==> config.mk <==
export PLATFORM = sky130hd
export DESIGN_NAME = fetch_unit
export DESIGN_NICKNAME = d
export VERILOG_FILES = /design/src/rtl/fetch_unit.sv
export SDC_FILE = /design/constraint.sdc
export NUM_CORES = 1
export LEC_CHECK = 0
export ABC_AREA = 1
export CAP_MARGIN = 20
export CORE_MARGIN = 2
export CORE_UTILIZATION = 54
export DETAILED_ROUTE_END_ITERATION = 12
export PLACE_DENSITY = 0.88
export SYNTH_ARGS = -nofsm -noshare
export SYNTH_HDL_FRONTEND = slang
export SYNTH_SLANG_ARGS = --single-unit
==> constraint.sdc <==
create_clock -name clk -period 7.5 [get_ports clk]
set_input_delay 1.5 -clock clk [delete_from_list [all_inputs] [get_ports clk]]
set_output_delay 1.5 -clock clk [all_outputs]
set_load 0.005 [all_outputs]
==> src/rtl/fetch_unit.sv <==
// fetch_unit: instruction fetch front end.
//
// Holds the fetch PC, issues single-outstanding read requests to instruction
// memory over a req/ack handshake and buffers returned words in a 2-entry
// FIFO of {pc, word}. While the FIFO is empty the decoder sees NOP_INSN.
//
// Parameters:
//   RESET_PC     fetch address after reset
//   NOP_INSN     word presented while nothing is buffered
//
// Ports:
//   clk, rst     clock (rising edge), asynchronous active-high reset
//   imem_req     read request, held until imem_ack
//   imem_addr    word address, stable while imem_req is high
//   imem_ack     one-cycle response strobe per request
//   imem_rdata   instruction word, valid with imem_ack
//   stall        decoder holding the current instruction (no pop)
//   redirect     one-cycle pulse: discard buffered and in-flight fetches
//   redirect_pc  new fetch PC (bits [1:0] ignored)
//   instruction  FIFO head, or NOP_INSN when empty
//   inst_pc      PC of the head, or fetch_pc when empty
//   inst_valid   head holds a real instruction
//
// Build option:
//   FETCH_BYPASS_EN  when defined, an ack arriving with the FIFO empty is
//                    presented to the decoder in the same cycle (and only
//                    pushed if the decoder stalls).

module fetch_unit #(
    parameter logic [31:0] RESET_PC = 32'h0000_0000,
    parameter logic [31:0] NOP_INSN = 32'h0000_0013
) (
    input  logic        clk,
    input  logic        rst,
    output logic        imem_req,
    output logic [31:0] imem_addr,
    input  logic        imem_ack,
    input  logic [31:0] imem_rdata,
    input  logic        stall,
    input  logic        redirect,
    input  logic [31:0] redirect_pc,
    output logic [31:0] instruction,
    output logic [31:0] inst_pc,
    output logic        inst_valid
);

    typedef enum logic [1:0] {
        IDLE    = 2'd0,
        WAIT    = 2'd1,
        DISCARD = 2'd2
    } state_t;

    state_t      state;
    logic [31:0] fetch_pc;
    logic [31:0] fifo_pc   [2];
    logic [31:0] fifo_word [2];
    logic [1:0]  count;
    logic [1:0]  count_after;
    logic        ack_live;
    logic        bypass_take;
    logic        push;
    logic        fifo_pop;
    logic [31:0] redirect_aligned;

    assign imem_req         = (state != IDLE);
    assign redirect_aligned = redirect_pc & 32'hFFFF_FFFC;

    always_comb begin
        // A usable response: the request is live and not being discarded.
        ack_live = (state == WAIT) && imem_ack && !redirect;
`ifdef FETCH_BYPASS_EN
        bypass_take = ack_live && (count == 2'd0) && !stall;
`else
        bypass_take = 1'b0;
`endif
        push        = ack_live && !bypass_take;
        fifo_pop    = (count != 2'd0) && !stall && !redirect;
        count_after = count + {1'b0, push} - {1'b0, fifo_pop};
    end

    always_comb begin
        inst_valid  = 1'b0;
        instruction = NOP_INSN;
        inst_pc     = fetch_pc;
        if (count != 2'd0) begin
            inst_valid  = 1'b1;
            instruction = fifo_word[0];
            inst_pc     = fifo_pc[0];
        end
`ifdef FETCH_BYPASS_EN
        else if (ack_live) begin
            inst_valid  = 1'b1;
            instruction = imem_rdata;
            inst_pc     = imem_addr;
        end
`endif
    end

    always_ff @(posedge clk or posedge rst) begin
        if (rst) begin
            state        <= IDLE;
            fetch_pc     <= RESET_PC;
            imem_addr    <= RESET_PC;
            count        <= '0;
            fifo_pc[0]   <= '0;
            fifo_pc[1]   <= '0;
            fifo_word[0] <= '0;
            fifo_word[1] <= '0;
        end else if (redirect) begin
            // Redirect wins over push, pop and stall; imem_addr is left alone
            // so an in-flight request stays stable until its ack is dropped.
            fetch_pc <= redirect_aligned;
            count    <= '0;
            case (state)
                WAIT:    state <= imem_ack ? IDLE : DISCARD;
                DISCARD: if (imem_ack) state <= IDLE;
                default: state <= IDLE;
            endcase
        end else begin
            count <= count_after;

            // Head always lives in slot 0. A pop shifts slot 1 down; a push
            // lands in the slot given by the post-update occupancy, which
            // also overrides the shift when both happen with one entry held.
            if (fifo_pop) begin
                fifo_pc[0]   <= fifo_pc[1];
                fifo_word[0] <= fifo_word[1];
            end
            if (push) begin
                if (count_after == 2'd2) begin
                    fifo_pc[1]   <= imem_addr;
                    fifo_word[1] <= imem_rdata;
                end else begin
                    fifo_pc[0]   <= imem_addr;
                    fifo_word[0] <= imem_rdata;
                end
            end

            case (state)
                IDLE: begin
                    if (count != 2'd2) begin
                        imem_addr <= fetch_pc;
                        state     <= WAIT;
                    end
                end
                WAIT: begin
                    if (imem_ack) begin
                        fetch_pc <= imem_addr + 32'd4;
                        if (count_after != 2'd2) begin
                            imem_addr <= imem_addr + 32'd4;
                        end else begin
                            state <= IDLE;
                        end
                    end
                end
                DISCARD: begin
                    if (imem_ack) state <= IDLE;
                end
                default: state <= IDLE;
            endcase
        end
    end

endmodule

# Yosys cells after proc, flatten, opt, wreduce, memory -nomap -nowiden
# Cells that the tools add are included.
[word_totals]
ff_bits = 196
output_inout_bits = 98
wordCells = 66
[op_classes]
addsub = 3
n_eq_ne = 11
mux = 27
n_bitwise = 1
n_reduce_logical = 16
[op_table]
columns = ["op", "n"]
rows = [
  ["32-bit 2-to-1 mux", 14],
  ["64-bit 2-to-1 mux", 2],
  ["32-bit case mux with 2 select lines", 1],
  ["32-bit by 3-bit adder with 32-bit output, second input constant", 1],
  ["2-bit 2-to-1 mux", 7],
  ["2-bit nonzero test", 5],
  ["3-bit != test, second input constant", 3],
  ["2-bit != test, second input constant", 4],
  ["2-bit case mux with 3 select lines", 1],
  ["3-bit AND reduction", 2],
  ["5-bit AND reduction", 1],
  ["2-bit == test, second input constant", 2],
  ["1-bit logical AND", 4],
  ["2-bit case mux with 2 select lines", 1],
  ["2-bit by 1-bit adder with 2-bit output", 1],
  ["2-bit by 1-bit == test with 1-bit output, second input constant", 1],
  ["1-bit logical NOT", 2],
  ["2-bit logical NOT", 1],
  ["2-bit by 1-bit != test with 1-bit output, second input constant", 1],
  ["2-bit AND reduction", 1],
  ["2-bit by 1-bit subtractor with 2-bit output", 1],
  ["1-bit 2-to-1 mux", 1],
  ["1-bit inverter", 1],
]

# Depth between registers and ports, before layout
[logic_depth]
ltp_word = 10
depth_mapped = 19
ltp_nobuf = 16

# Worst setup path after synthesis
# Ideal clock, no wire load.
[synth_path]
path_type = "input-to-reg"
startpoint = "input port imem_ack"
endpoint = "register fifo_pc[34] (netlist bit)"
setup_time_ps = 120
arrival_time_ps = 3336
required_ps = 7380
path_slack_ps = 4044
stages = 15
n_path_buf = 3
path_cell_list = "nand2_2 nor2_8 inv_2 buf_1 ha_1 inv_1 ha_1 inv_1 nand3_2 nand2_2 buf_4 buf_4 nand3_1 o21ai_0 inv_1"
[synth_via]
elab_chain_len = 7
[synth_rtl]
columns = ["element", "line", "text"]
rows = [
  ["start, declared", "37", "input logic imem_ack,"],
  ["1-bit logical AND (*) (2 in series)", "70", "ack_live = (state == WAIT) && imem_ack && !redirect;"],
  ["2-bit by 1-bit adder with 2-bit output", "78", "count_after = count + {1'b0, push} - {1'b0, fifo_pop};"],
  ["2-bit by 1-bit subtractor with 2-bit output", "78", ""],
  ["2-bit == test", "130", "if (count_after == 2'd2) begin"],
  ["32-bit 2-to-1 mux", "130", ""],
  ["64-bit 2-to-1 mux (*)", "129", "if (push) begin"],
  ["end, declared", "55", "logic [31:0] fifo_pc [2];"],
]
# Mark *: on every way between the ends. The rest lies on a longest branch, timed or not.
# A chain may end at the register's enable or synchronous reset.

# Worst setup path after layout
[layout_path]
startpoint = "input port redirect"
endpoint = "register fifo_pc[25] (netlist bit)"
[layout_via]
elab_chain_len = 6
[layout_rtl]
columns = ["element", "line", "text"]
rows = [
  ["start, declared", "40", "input logic redirect,"],
  ["1-bit logical NOT", "70, 77", ""],
  ["1-bit logical AND", "70", ""],
  ["2-bit by 1-bit adder with 2-bit output", "78", ""],
  ["2-bit by 1-bit subtractor with 2-bit output", "78", ""],
  ["2-bit == test", "130", ""],
  ["3-bit AND reduction (no source line) (*)", "--", ""],
]
# Marks and branches as above.

==> impl_metrics.env <==
export IMPL_grtUsageTotal_pct=28.23
export IMPL_start_kind="primary input"
export IMPL_firstDrtPassIters=5
export IMPL_gr_usage_met2_pct=46.41
export IMPL_cts_buffer_depth=2
export IMPL_fin_crit_sh_pct=66.51
export IMPL_netlist_area_sq_um=10480
export IMPL_multi_input_area_sq_um=4562
export IMPL_synth_commonest_cells="nand2_1 (581), dfrtp_1 (196), inv_1 (158)"
export IMPL_crit_start="redirect"
export IMPL_grt_pass1_wl_microns=46290
export IMPL_syn_num_nets=1548
export IMPL_fin_nets=1669
export IMPL_cts_tree="built"
export IMPL_min_path_type="flop to flop"
export IMPL_htree_levels=4
export IMPL_power_density_nw_per_um2=365.0
export IMPL_critPathKind="primary input to flop"
export IMPL_dieArea_sq_um=20540
export IMPL_setup_viol=0
export IMPL_hpwl_microns=17730
export IMPL_wire_per_inst_microns=15.21
export IMPL_min_period_ps=4988
export IMPL_cts_made_buffers=17
export IMPL_met3_usage_pct=5.598
export IMPL_netlist_instances=1473
export IMPL_die_h_microns=143.3
export IMPL_place_congestion=0.8727
export IMPL_avgSynthCellArea_sq_um=7.116
export IMPL_ff_latch_area_sq_um=4905
export IMPL_yosys_area_top_type="dfrtp_1"
export IMPL_worstSkewPairLatency_ps=430
export IMPL_crit_chain="clkdlybuf4s50_1, buf_4, nor2_8, inv_2, ha_1, inv_1, ha_1, inv_1, nand3_2, buf_4, nor2_8, buf_4, nand2_1, o21a_1"
export IMPL_cts_root_buffer="clkbuf_16"
export IMPL_hold_violations=0
export IMPL_tightest_slew_ps=1073
export IMPL_ir_worst_vdd_v=0.0002096
export IMPL_ys_warn_count=0
export IMPL_cp_slowest_cell="nor2_8"
export IMPL_synth_top_area_share_pct=46.79
export IMPL_synthArstFlopShare_pct=100.0
export IMPL_tns_ps=0
export IMPL_path_clk_slew_ps=70
export IMPL_yosysMostFrequentCell="nand2_1"
export IMPL_yosysSeqAreaShare_pct=46.79
export IMPL_grt_busiest_layer="met2"
export IMPL_area_growth_syn_to_layout_pct=21.99
export IMPL_vias=10003
export IMPL_synth_edff_count=0
export IMPL_fin_skew_ps=10.17
export IMPL_drt_iter0_drc=882
export IMPL_core_sq_um=18890
export IMPL_cts_setup_buffers=0
export IMPL_chipWidth_microns=143.3
export IMPL_ys_seq_elements=196
export IMPL_end_kind="flop"
export IMPL_viasPerCell=5.361
export IMPL_post_cts_resized=0
export IMPL_grt_start_max_net_pins=154
export IMPL_drive_above_1_share_pct=3.985
export IMPL_min_from="fifo_pc[22]"
export IMPL_relSlewSlack_pct=28.47
export IMPL_use_met1_pct=36.98
export IMPL_crit_top_cell="buf_4"
export IMPL_port_buffers=164
export IMPL_max_stage_delay_ps=490
export IMPL_drt_wl_total_microns=28380
export IMPL_num_rows=50
export IMPL_initial_utilization_pct=55.48
export IMPL_num_fill_cells=1604
export IMPL_r2r_start="state[1]"
export IMPL_drv_slew=0
export IMPL_antenna_found_initial=0
export IMPL_critical_path_top_delay_family="buffers and inverters"
export IMPL_crit_arrival_ps=5320
export IMPL_required_ps=7830
export IMPL_synthTopCellsByArea="dfrtp_1 (47%), nand2_1 (21%), nand3_1 (6.3%)"
export IMPL_worst_path_buf_inv=7
export IMPL_path_max_fanout=38
export IMPL_ctsHoldBuffers=0
export IMPL_yosysUniqueCellTypes=30
export IMPL_grt_pass1_vias=9646
export IMPL_outcome="finished, final reports clean"
export IMPL_fmax_ghz=0.2005
export IMPL_cap_violations=0
export IMPL_overflow=0
export IMPL_antenna_cells=0
export IMPL_drt_drc_violations_left=0
export IMPL_antenna_left=0
export IMPL_ys_flop_type="dfrtp_1"
export IMPL_io_pins=167
export IMPL_leakage_nw=6.440
export IMPL_reg2reg_slack_ps=2710
export IMPL_finalPower_mw=4.666
export IMPL_cts_sinks=196
export IMPL_rsz0062_at_grt="false"
## worst register-to-register path, cell delays in order (launching register included)
cell and delay, ps:
dfrtp_1 410, inv_1 90, ha_2 890, nand2_2 220
nor2_8 470, inv_2 70, ha_1 280, inv_1 40
ha_1 290, inv_1 110, nand3_2 300, buf_4 350
nor2_8 450, buf_4 470, nand2_1 120, o21a_1 120
## path summary, 6_finish.rpt
kind	cells after the start	end
max	14	fifo_pc[25]
min	1	fifo_pc[22]
max reg2reg	15	fifo_pc[25]
min reg2reg	1	fifo_pc[22]
max in group asynchronous	4	fifo_word[50]
min in group asynchronous	2	fifo_word[56]
## cell usage in the layout, fill, tap and decap left out, types with 3 or more instances in the layout
cell / instances
inv_2: 6
o21ai_0: 113
a21oi_1: 5
nand2_1: 580
ha_1: 5
dfrtp_1: 196
clkinvlp_4: 3
clkbuf_16: 17
nor2_2: 3
clkdlybuf4s50_1: 164
nor2_1: 105
nand3_1: 132
o21a_1: 28
o211ai_1: 7
inv_1: 157
o21ai_1: 36
buf_4: 12
bufinv_16: 4
o22ai_1: 5
or2_2: 3
## sequential cells by signal (all words and copies together), names as in the netlist
name,flops
count,2
fetch_pc,32
fifo_pc,64
fifo_word,64
imem_addr,32
state,2
## cell type report
| class | instances | area share [%] |
|---|---|---|
| Tap cell | 260 | 2.544 |
| Multi-Input combinational cell | 1038 | 35.68 |
| Timing Repair Buffer | 177 | 13.76 |
| Sequential cell | 196 | 38.36 |
| Clock inverter | 12 | 1.399 |
| Inverter | 164 | 4.873 |
| Clock buffer | 19 | 3.386 |
## through the flow
step | area, sq um | hold WS (ps) | std cells | utilization [%] | setup slack (ps)
6_report | 12790 | 493.5 | 1866 | 67.68 | 2512
5_1_grt | 12790 | 504.8 | 1866 | 67.68 | 2214
4_1_cts | 12760 | 494.7 | 1865 | 67.53 | 2516
3_5_place_dp | 12150 | 479.9 | 1834 | 64.29 | 2105
3_3_place_gp | 12150 | 472.4 | 1834 | 64.29 | 2171
2_1_floorplan | 10480 | 464.1 | 1473 | - | 659.4
## metal layers
layer  wire length (microns)  up-vias
met4                     809        0
met5                       0        -
li1                        -     4819
met3                    2225       65
met1                   11900     4696
met2                   13440      423
## where the power goes
| part | switching [mW] | internal, mW | leakage [nW] |
|---|---|---|---|
| combinational | 1.03 | 0.858 | 3.69 |
| sequential | 0.333 | 1.48 | 2.46 |
| clock | 0.410 | 0.559 | 0.290 |
## kinds of logic (layout without fill, tap and decap cells)
logic type      Yosys count  in the layout  share of synthesized area [%]
fa+ha+maj                 6              6                         0.7162
xor+xnor                  3              3                         0.2507
buf+inv                 239            372                          9.777
compound gates          194            194                          10.16
simple gates            835            835                          32.30
flops                   196            196                          46.79
Note: power is estimated with default switching activity, not from simulation.
